--- src/rtl/uart_rx_pp_pkg.sv ---
// Shared types and defaults for the UART RX ping-pong bank controller.
package uart_rx_pp_pkg;

  typedef enum logic [1:0] {
    IDLE,
    FILL,
    PEND,
    SWAP
  } state_e;

  localparam logic [15:0] IDLE_TIMEOUT_DEF = 16'd868;
  localparam logic [9:0]  FRAME_MAX_DEF    = 10'd1023;

endpackage

--- src/rtl/uart_rx_pingpong_ctrl_if.sv ---
// RX byte input, dual FIFO write/empty and frame hand-off bundle.
interface uart_rx_pingpong_ctrl_if;

  logic       rx_byte_valid;
  logic [7:0] rx_byte;
  logic       uart_rx_fifo_wren_1;
  logic       uart_rx_fifo_wren_2;
  logic [7:0] uart_rx_fifo_wdata;
  logic       uart_rx_fifo_empty_1;
  logic       uart_rx_fifo_empty_2;
  logic       frame_ping_pong_flag;
  logic       frame_ready;
  logic [9:0] frame_len;

  modport master (
    input  rx_byte_valid,
    input  rx_byte,
    input  uart_rx_fifo_empty_1,
    input  uart_rx_fifo_empty_2,
    output uart_rx_fifo_wren_1,
    output uart_rx_fifo_wren_2,
    output uart_rx_fifo_wdata,
    output frame_ping_pong_flag,
    output frame_ready,
    output frame_len
  );

  modport slave (
    output rx_byte_valid,
    output rx_byte,
    output uart_rx_fifo_empty_1,
    output uart_rx_fifo_empty_2,
    input  uart_rx_fifo_wren_1,
    input  uart_rx_fifo_wren_2,
    input  uart_rx_fifo_wdata,
    input  frame_ping_pong_flag,
    input  frame_ready,
    input  frame_len
  );

endinterface

--- src/rtl/uart_rx_idle_timer.sv ---
// Line-idle counter: clears on activity, saturates at TIMEOUT.
module uart_rx_idle_timer
  import uart_rx_pp_pkg::*;
#(
  parameter logic [15:0] TIMEOUT = IDLE_TIMEOUT_DEF
) (
  input  logic clk,
  input  logic rst,
  input  logic clr_i,
  output logic timeout_o
);

  logic [15:0] cnt_q, cnt_d;

  always_comb begin
    cnt_d = cnt_q;
    if (clr_i)
      cnt_d = '0;
    else if (cnt_q != TIMEOUT)
      cnt_d = cnt_q + 16'd1;
  end

  always_ff @(posedge clk or posedge rst) begin
    if (rst) cnt_q <= '0;
    else     cnt_q <= cnt_d;
  end

  // Strobe in the last idle cycle so the close lands on the TIMEOUT-th edge.
  assign timeout_o = !clr_i && (cnt_q == TIMEOUT - 16'd1);

endmodule

--- src/rtl/uart_rx_pingpong_ctrl.sv ---
// Ping-pong bank controller for dual UART RX FIFOs.
// UART_RX_PP_STAT_EN adds drop_cnt_o / frame_cnt_o statistics.
module uart_rx_pingpong_ctrl
  import uart_rx_pp_pkg::*;
#(
  parameter logic [15:0] IDLE_TIMEOUT = IDLE_TIMEOUT_DEF,
  parameter logic [9:0]  FRAME_MAX    = FRAME_MAX_DEF
) (
  input  logic        clk,
  input  logic        rst,
`ifdef UART_RX_PP_STAT_EN
  output logic [15:0] drop_cnt_o,
  output logic [15:0] frame_cnt_o,
`endif
  uart_rx_pingpong_ctrl_if.master bus
);

  state_e     state_q, state_d;
  logic       flag_q, flag_d;
  logic       wren1_q, wren1_d;
  logic       wren2_q, wren2_d;
  logic [7:0] wdata_q, wdata_d;
  logic       ready_q, ready_d;
  logic [9:0] len_q, len_d;
  logic [9:0] cnt_q, cnt_d;
  logic       accept, swap, rd_empty, timeout;

  assign swap     = (state_q == SWAP);
  assign accept   = bus.rx_byte_valid && (state_q != PEND);
  assign rd_empty = flag_q ? bus.uart_rx_fifo_empty_1
                           : bus.uart_rx_fifo_empty_2;

  uart_rx_idle_timer #(
    .TIMEOUT (IDLE_TIMEOUT)
  ) u_timer (
    .clk       (clk),
    .rst       (rst),
    .clr_i     (bus.rx_byte_valid || swap),
    .timeout_o (timeout)
  );

  always_comb begin
    state_d = state_q;
    flag_d  = flag_q;
    cnt_d   = cnt_q;
    len_d   = len_q;
    wdata_d = wdata_q;
    ready_d = 1'b0;
    if (swap) begin
      flag_d  = !flag_q;
      len_d   = cnt_q;
      ready_d = 1'b1;
      cnt_d   = '0;
    end
    // A byte in the swap cycle opens the next frame as its first byte.
    if (accept) begin
      cnt_d   = swap ? 10'd1 : cnt_q + 10'd1;
      wdata_d = bus.rx_byte;
    end
    wren1_d = accept && !flag_d;
    wren2_d = accept && flag_d;
    unique case (state_q)
      IDLE: if (accept) state_d = FILL;
      FILL: if (timeout || (accept && cnt_d == FRAME_MAX))
              state_d = PEND;
      PEND: if (rd_empty) state_d = SWAP;
      SWAP: state_d = accept ? FILL : IDLE;
      default: state_d = IDLE;
    endcase
  end

  always_ff @(posedge clk or posedge rst) begin
    if (rst) begin
      state_q <= IDLE;
      flag_q  <= 1'b0;
      wren1_q <= 1'b0;
      wren2_q <= 1'b0;
      wdata_q <= '0;
      ready_q <= 1'b0;
      len_q   <= '0;
      cnt_q   <= '0;
    end else begin
      state_q <= state_d;
      flag_q  <= flag_d;
      wren1_q <= wren1_d;
      wren2_q <= wren2_d;
      wdata_q <= wdata_d;
      ready_q <= ready_d;
      len_q   <= len_d;
      cnt_q   <= cnt_d;
    end
  end

  assign bus.uart_rx_fifo_wren_1  = wren1_q;
  assign bus.uart_rx_fifo_wren_2  = wren2_q;
  assign bus.uart_rx_fifo_wdata   = wdata_q;
  assign bus.frame_ping_pong_flag = flag_q;
  assign bus.frame_ready          = ready_q;
  assign bus.frame_len            = len_q;

`ifdef UART_RX_PP_STAT_EN
  logic [15:0] drop_q, fcnt_q;

  always_ff @(posedge clk or posedge rst) begin
    if (rst) begin
      drop_q <= '0;
      fcnt_q <= '0;
    end else begin
      if (state_q == PEND && bus.rx_byte_valid && drop_q != 16'hFFFF)
        drop_q <= drop_q + 16'd1;
      if (swap)
        fcnt_q <= fcnt_q + 16'd1;
    end
  end

  assign drop_cnt_o  = drop_q;
  assign frame_cnt_o = fcnt_q;
`endif

endmodule
--- src/flat_wrapper.sv ---
// flat-port wrapper written by rule: the top's interface ports become plain ports
module uart_rx_pingpong_ctrl_flat import uart_rx_pp_pkg::*;
#(
  parameter logic [15:0] IDLE_TIMEOUT = IDLE_TIMEOUT_DEF,
  parameter logic [9:0]  FRAME_MAX    = FRAME_MAX_DEF
)
  (clk, rst, bus_rx_byte_valid, bus_rx_byte, bus_uart_rx_fifo_empty_1, bus_uart_rx_fifo_empty_2, bus_uart_rx_fifo_wren_1, bus_uart_rx_fifo_wren_2, bus_uart_rx_fifo_wdata, bus_frame_ping_pong_flag, bus_frame_ready, bus_frame_len);
  uart_rx_pingpong_ctrl_if bus_i ();
  input  logic clk;
  input  logic rst;
  input wire logic [$bits(bus_i.rx_byte_valid)-1:0] bus_rx_byte_valid;
  input wire logic [$bits(bus_i.rx_byte)-1:0] bus_rx_byte;
  input wire logic [$bits(bus_i.uart_rx_fifo_empty_1)-1:0] bus_uart_rx_fifo_empty_1;
  input wire logic [$bits(bus_i.uart_rx_fifo_empty_2)-1:0] bus_uart_rx_fifo_empty_2;
  output wire logic [$bits(bus_i.uart_rx_fifo_wren_1)-1:0] bus_uart_rx_fifo_wren_1;
  output wire logic [$bits(bus_i.uart_rx_fifo_wren_2)-1:0] bus_uart_rx_fifo_wren_2;
  output wire logic [$bits(bus_i.uart_rx_fifo_wdata)-1:0] bus_uart_rx_fifo_wdata;
  output wire logic [$bits(bus_i.frame_ping_pong_flag)-1:0] bus_frame_ping_pong_flag;
  output wire logic [$bits(bus_i.frame_ready)-1:0] bus_frame_ready;
  output wire logic [$bits(bus_i.frame_len)-1:0] bus_frame_len;
  assign bus_i.rx_byte_valid = bus_rx_byte_valid;
  assign bus_i.rx_byte = bus_rx_byte;
  assign bus_i.uart_rx_fifo_empty_1 = bus_uart_rx_fifo_empty_1;
  assign bus_i.uart_rx_fifo_empty_2 = bus_uart_rx_fifo_empty_2;
  assign bus_uart_rx_fifo_wren_1 = bus_i.uart_rx_fifo_wren_1;
  assign bus_uart_rx_fifo_wren_2 = bus_i.uart_rx_fifo_wren_2;
  assign bus_uart_rx_fifo_wdata = bus_i.uart_rx_fifo_wdata;
  assign bus_frame_ping_pong_flag = bus_i.frame_ping_pong_flag;
  assign bus_frame_ready = bus_i.frame_ready;
  assign bus_frame_len = bus_i.frame_len;
  uart_rx_pingpong_ctrl #(.IDLE_TIMEOUT(IDLE_TIMEOUT), .FRAME_MAX(FRAME_MAX)) u_core (.clk(clk), .rst(rst), .bus(bus_i));
endmodule
--- config.mk ---
export PLATFORM = sky130hd
export DESIGN_NAME = uart_rx_pingpong_ctrl_flat
export DESIGN_NICKNAME = d
export VERILOG_FILES = /design/src/rtl/uart_rx_pp_pkg.sv /design/src/rtl/uart_rx_pingpong_ctrl_if.sv /design/src/rtl/uart_rx_idle_timer.sv /design/src/rtl/uart_rx_pingpong_ctrl.sv /design/src/flat_wrapper.sv
export SDC_FILE = /design/constraint.sdc
export NUM_CORES = 1
export LEC_CHECK = 0
export ABC_AREA = 1
export ABC_CLOCK_PERIOD_IN_PS = 2500
export BUFFER_PORTS_ARGS = -buffer_cell sky130_fd_sc_hd__buf_2
export CAP_MARGIN = 30
export CORE_ASPECT_RATIO = 1.2
export CORE_MARGIN = 2
export CORE_UTILIZATION = 49
export CTS_BUF_LIST = sky130_fd_sc_hd__clkbuf_8
export DETAILED_ROUTE_END_ITERATION = 10
export PLACE_DENSITY = 0.7
export SYNTH_ARGS = -nofsm -noshare
export SYNTH_HDL_FRONTEND = slang
export SYNTH_HIERARCHICAL = 1
export SYNTH_SLANG_ARGS = --single-unit
--- constraint.sdc ---
create_clock -name clk -period 2.5 [get_ports clk]
set_input_delay 0.375 -clock clk [delete_from_list [all_inputs] [get_ports clk]]
set_output_delay 0.375 -clock clk [all_outputs]
set_load 0.03 [all_outputs]
After elaboration in Yosys (flattened, before gate mapping). Index checks and enable logic that the tools add are counted.

Add/sub/neg operators: 2. Eq/ne operators: 10. Muxes and demuxes: 13. Reduce and logical (&&, ||, !) cells: 13.

Operators by type and width (count): two-way mux 16 bit (2); two-way mux 10 bit (3); adder 16 x 1 -> 16 bit (second input constant) (1); == test 16 x 10 -> 1 bit (second input constant) (1); != test 16 x 10 -> 1 bit (second input constant) (1); adder 10 x 1 -> 10 bit (second input constant) (1); == test 10 bit (second input constant) (1); case mux 2 bit (4 select lines) (1); two-way mux 2 bit (3); != test 2 x 1 -> 1 bit (second input constant) (3); logical AND 1 bit (5); == test 2 bit (second input constant) (2); two-way mux 1 bit (4); logical NOT 1 bit (3); AND reduction 3 bit (1); == test 2 x 1 -> 1 bit (second input constant) (1); logical NOT 2 bit (1); logical OR 1 bit (2); != test 2 bit (second input constant) (1); nonzero test 2 bit (1).

Bits in registers: 50. Input port bits: 13. Output and inout bits: 22. Logic and storage cells: 47.

Depth between registers and ports, before layout.
Depth in word-level cells: 8. Mapped depth: 16.

Cells and area by module. The synthesis kept the hierarchy.

Modules (own cells, without submodules): uart_rx_pingpong_ctrl (times used 1, cells each 196, area each 1605.3 µm², sequential area each 850.8 µm²); uart_rx_idle_timer (times used 1, cells each 136, area each 960.9 µm², sequential area each 400.4 µm²).

Least setup slack after synthesis. No wires, ideal clock.

Path kind: reg2reg. Start point: register u_core.state_q[0]. End point: register u_core.u_timer.cnt_q[10]. Data arrival time: 1.659 ns. Path slack: 0.763 ns. Stages on the path, launching flop included: 8. Path buffers: 2. Cells stage by stage: dfrtp_1 > ha_1 > buf_2 > or2_2 > inv_1 > clkbuf_1 > o21ai_0 > a21oi_1.

Longest elaborated chain between the ends: 3. Elaborated cells on any way between the ends: 4.

Ends and longest elaborated chain: start: declaration (RTL line uart_rx_pingpong_ctrl.sv:18) `state_e state_q, state_d;`; start signal: assignment (RTL line uart_rx_pingpong_ctrl.sv:83) `state_q <= state_d;`; == test 2 bit * (RTL line uart_rx_pingpong_ctrl.sv:28) `assign swap = (state_q == SWAP);`; logical OR 1 bit * (RTL line uart_rx_pingpong_ctrl.sv:38) `.clr_i (bus.rx_byte_valid || swap),`; two-way mux 16 bit / nonzero test 2 bit (equally long branches); end signal: assignment (RTL line uart_rx_idle_timer.sv:25) `else cnt_q <= cnt_d;`; end: declaration (RTL line uart_rx_idle_timer.sv:13) `logic [15:0] cnt_q, cnt_d;`.

Mark *: on every way between the ends. The rest lies on a longest branch, timed or not. A chain may end at the register's enable or synchronous reset.

Worst setup path after layout.
Start point: register u_core.state_q[0]. End point: register u_core.state_q[1].

Longest elaborated chain between the ends: 8. Elaborated cells on any way between the ends: 20.

Ends and longest elaborated chain: == test 2 bit / != test 2 bit (equally long branches) (RTL line uart_rx_pingpong_ctrl.sv:28, uart_rx_pingpong_ctrl.sv:29); two-way mux 10 bit, or another cell as far along (RTL line uart_rx_pingpong_ctrl.sv:49) `if (swap) begin`; two-way mux 10 bit * (RTL line uart_rx_pingpong_ctrl.sv:56) `if (accept) begin`; via u_core.cnt_d[3] (RTL line uart_rx_pingpong_ctrl.sv:25) `logic [9:0] cnt_q, cnt_d;`; == test 10 bit * (RTL line uart_rx_pingpong_ctrl.sv:64) `FILL: if (timeout || (accept && cnt_d == FRAME_MAX))`; logical AND 1 bit * (RTL line uart_rx_pingpong_ctrl.sv:64); logical OR 1 bit * (RTL line uart_rx_pingpong_ctrl.sv:64); != test 2 x 1 -> 1 bit (no source line) *; AND reduction 3 bit (no source line) *.

Mark *: on every way through the listed nets, which the timed path passes. The rest lies on a longest branch.

==> run summary <==
MaxCap Viol Count: 0
fin crit period: 2.177 ns
area of the mapped netlist: 2566 µm²
Slew Viols, Final: 0
hold violation count in the final report: 0
DR vias/cell: 5.102
final wirelength: 5.225 mm
sw power: 1.098 mW
Synth Flop Type: dfrtp_1
Die Width: 70.06 µm
layout cells sized above 1: 0.1649
H-Tree Depth: 2
vias in the first global route: 2180
Tcrit/Tclk final: 0.8706
post-cts sizing count: 0
Max VDD drop: 0.6577 mV
clk slew on worst S/H paths: 0.09 ns
Unique masters post-synth: 28
Max clock buf depth: 2
io pins: 35
CP startpoint kind: register
launch point of the critical path: u_core/state_q[0]
GP Congestion: 0.8186
fmax: 459.5 MHz
First-pass DRT Iterations: 4
Worst Setup End Kind: register
Yosys top cell by area: dfrtp_1
GRT Overall Usage: 0.1980
routed wl met2: 2.665 mm
initial antenna violation count: 0
crit path kind: register to register
worst r2r src: u_core/state_q[0]
Mean Syn Cell Area: 7.730 µm²
met3 wire len: 207 µm
RSZ-0062 raised after global routing: no
post-cts hold buffer count: 0
Synth async-reset ratio: 1.000
Chip Height: 83.28 µm
cell area after placement: 2801 µm²
Max-slew headroom: 0.5745
area delta synth->final: 12.24%
worst hold slack: 0.1554 ns
GRT Residual Overflow: 0
Starting DRT DRC Count: 98
Final Setup Violations: 0
largest net degree at the start of global routing: 35
Hold WC Path Type: input port to asynchronous set/reset pin
Post-Syn Nets: 353
Row Count: 28
TritonCTS clock tree: yes
status: complete, no violations
Final Util: 0.5790
Clk pwr share: 0.170
top sig layer: met4
worst-margin pin slew: 0.6376 ns
synth top area cells: dfrtp_1 (49%), nand2_1 (15%), nor2_1 (6.4%)
TritonCTS sink count: 50
starting density of the core: 0.5158
Fill cells: 496
Detailed Place HPWL: 4.004 mm
ant diodes: 0
Metal-1 WL: 2.224 mm
area of the core: 4975 µm²
yosys warns: 6
total CTS buffers: 5
Root Buffer: clkbuf_8
Reg power frac: 0.434
synth cell count leaders: nand2_1 (101), dfrtp_1 (50), nor2_1 (44)
Mapped Cells: 332
post-route cell area: 2880 µm²
Port Buffer Count: 34
first-pass GRT wire length: 9.487 mm
Die ar.: 5834 µm²
leak pwr: 1.478 nW
Logic pwr share: 0.396
Req. time, crit path: 2.70 ns
Pint: 1.493 mW
Layout Nets: 391
Power Dens Cells: 899.7 nW/µm²
Setup WS pre-CTS: 0.3583 ns
sequential-to-total area share from yosys stat: 0.4876
DRC viols: 0
top cell type's share of synthesized area: 0.4876
setup repair bufs after CTS: 0
final antenna-violating net count: 0
most frequent cell after synthesis: nand2_1
Worst Clk Skew: 0.009717 ns
Post-synth EDFFs: 0
CP arrival: 2.38 ns
worst-skew pair later-pin latency: 0.30 ns
worst-path fanout max: 18
Final WS setup: 0.3235 ns
post-DR wirelength/cell: 12.15 µm
setup_tns: 0 ns
Net Sw Frac: 0.4238
total number of vias: 2194
Seq cells post-synth: 50
## final timing paths
kind	to	slack [ns]	depth (start not counted)
max in group asynchronous	u_core/u_timer/cnt_q[13]	1.93	2
min	u_core/u_timer/cnt_q[6]	0.16	2
max reg2reg	u_core/state_q[1]	0.32	16
max	u_core/state_q[1]	0.32	16
min in group clk	u_core/bus.uart_rx_fifo_wdata[2]	0.27	3
min reg2reg	u_core/bus.frame_len[6]	0.48	2
## worst max-delay path, stage by stage (launching register included)
cell	delay, ns
dfrtp_1	0.41
inv_1	0.12
ha_1	0.22
inv_2	0.09
nand2_4	0.15
inv_2	0.19
nand2_1	0.09
nand2_1	0.06
nand2_1	0.05
nor2_2	0.10
nand2_1	0.06
nor2_1	0.13
nand3_1	0.11
nand2_2	0.10
nand2_2	0.05
nand2_1	0.07
nand2_1	0.05
## logic make-up (layout without fill, tap and decap cells)
logic type,Yosys count,count (layout),share of synthesized area
AOI/OAI and AO/OA,30,30,0.06241
and+or+nand+nor,194,194,0.3281
buffers and inverters,47,85,0.07265
DFF,50,50,0.4876
adders and majority gates,8,8,0.03901
xor gates and xnor gates,3,3,0.01024
## sequential cells by signal, summed over array words and instances, names as in the netlist
signal,cells
u_core/bus.uart_rx_fifo_wdata,8
u_core/state_q,2
u_core/bus.frame_len,10
u_core/bus.uart_rx_fifo_wren_1,1
u_core/u_timer/cnt_q,16
u_core/bus.uart_rx_fifo_wren_2,1
u_core/bus.frame_ping_pong_flag,1
u_core/bus.frame_ready,1
u_core/cnt_q,10
## area by class of cell
class | count | area [µm²] | share of cell area
Multi-Input combinational cell | 235 | 1129 | 0.3918
Tap cell | 60 | 75.07 | 0.02606
Clock inverter | 2 | 10.01 | 0.003475
Inverter | 41 | 153.9 | 0.05343
Clock buffer | 5 | 68.82 | 0.02389
Sequential cell | 50 | 1251 | 0.4344
Timing Repair Buffer | 37 | 192.7 | 0.06690
## metrics by stage
| stage | power (mW) | std cells |
|---|---|---|
| after floorplan | 1.893 | 332 |
| after global placement | 2.150 | 423 |
| after detailed placement | 2.173 | 423 |
| after CTS | 2.620 | 430 |
| after global routing | 2.792 | 430 |
| final | 2.591 | 430 |
## cell usage in the layout, fill, tap and decap left out
master	count
a21oi_1	10
a22oi_1	1
buf_2	34
buf_4	3
clkbuf_8	5
clkinv_1	1
clkinv_2	2
dfrtp_1	50
ha_1	8
inv_1	38
inv_2	2
nand2_1	101
nand2_2	5
nand2_4	1
nand3_1	24
nand3_2	1
nand3b_1	1
nand4_1	6
nor2_1	44
nor2_2	4
nor2_4	3
nor3_1	3
o21ai_0	14
o21ai_1	2
o21bai_1	2
o31ai_1	1
or2_2	1
xnor2_1	3
## routing by layer
metal | GRT usage | vias to the layer above
met4 | 0.08392 | 0
met3 | 0.04490 | 12
met2 | 0.3307 | 40
li1 | - | 1114
met5 | 0 | -
met1 | 0.2443 | 1028
## power groups by stage
stage                     clock network (mW)  logic (mW)  registers [mW]
after floorplan                            0       0.552            1.34
after global placement                     0        1.01            1.14
after detailed placement                   0        1.03            1.14
after CTS                              0.459        1.03            1.13
after global routing                   0.492        1.15            1.15
final                                  0.441        1.03            1.12
(Power assumes the default switching activity.)
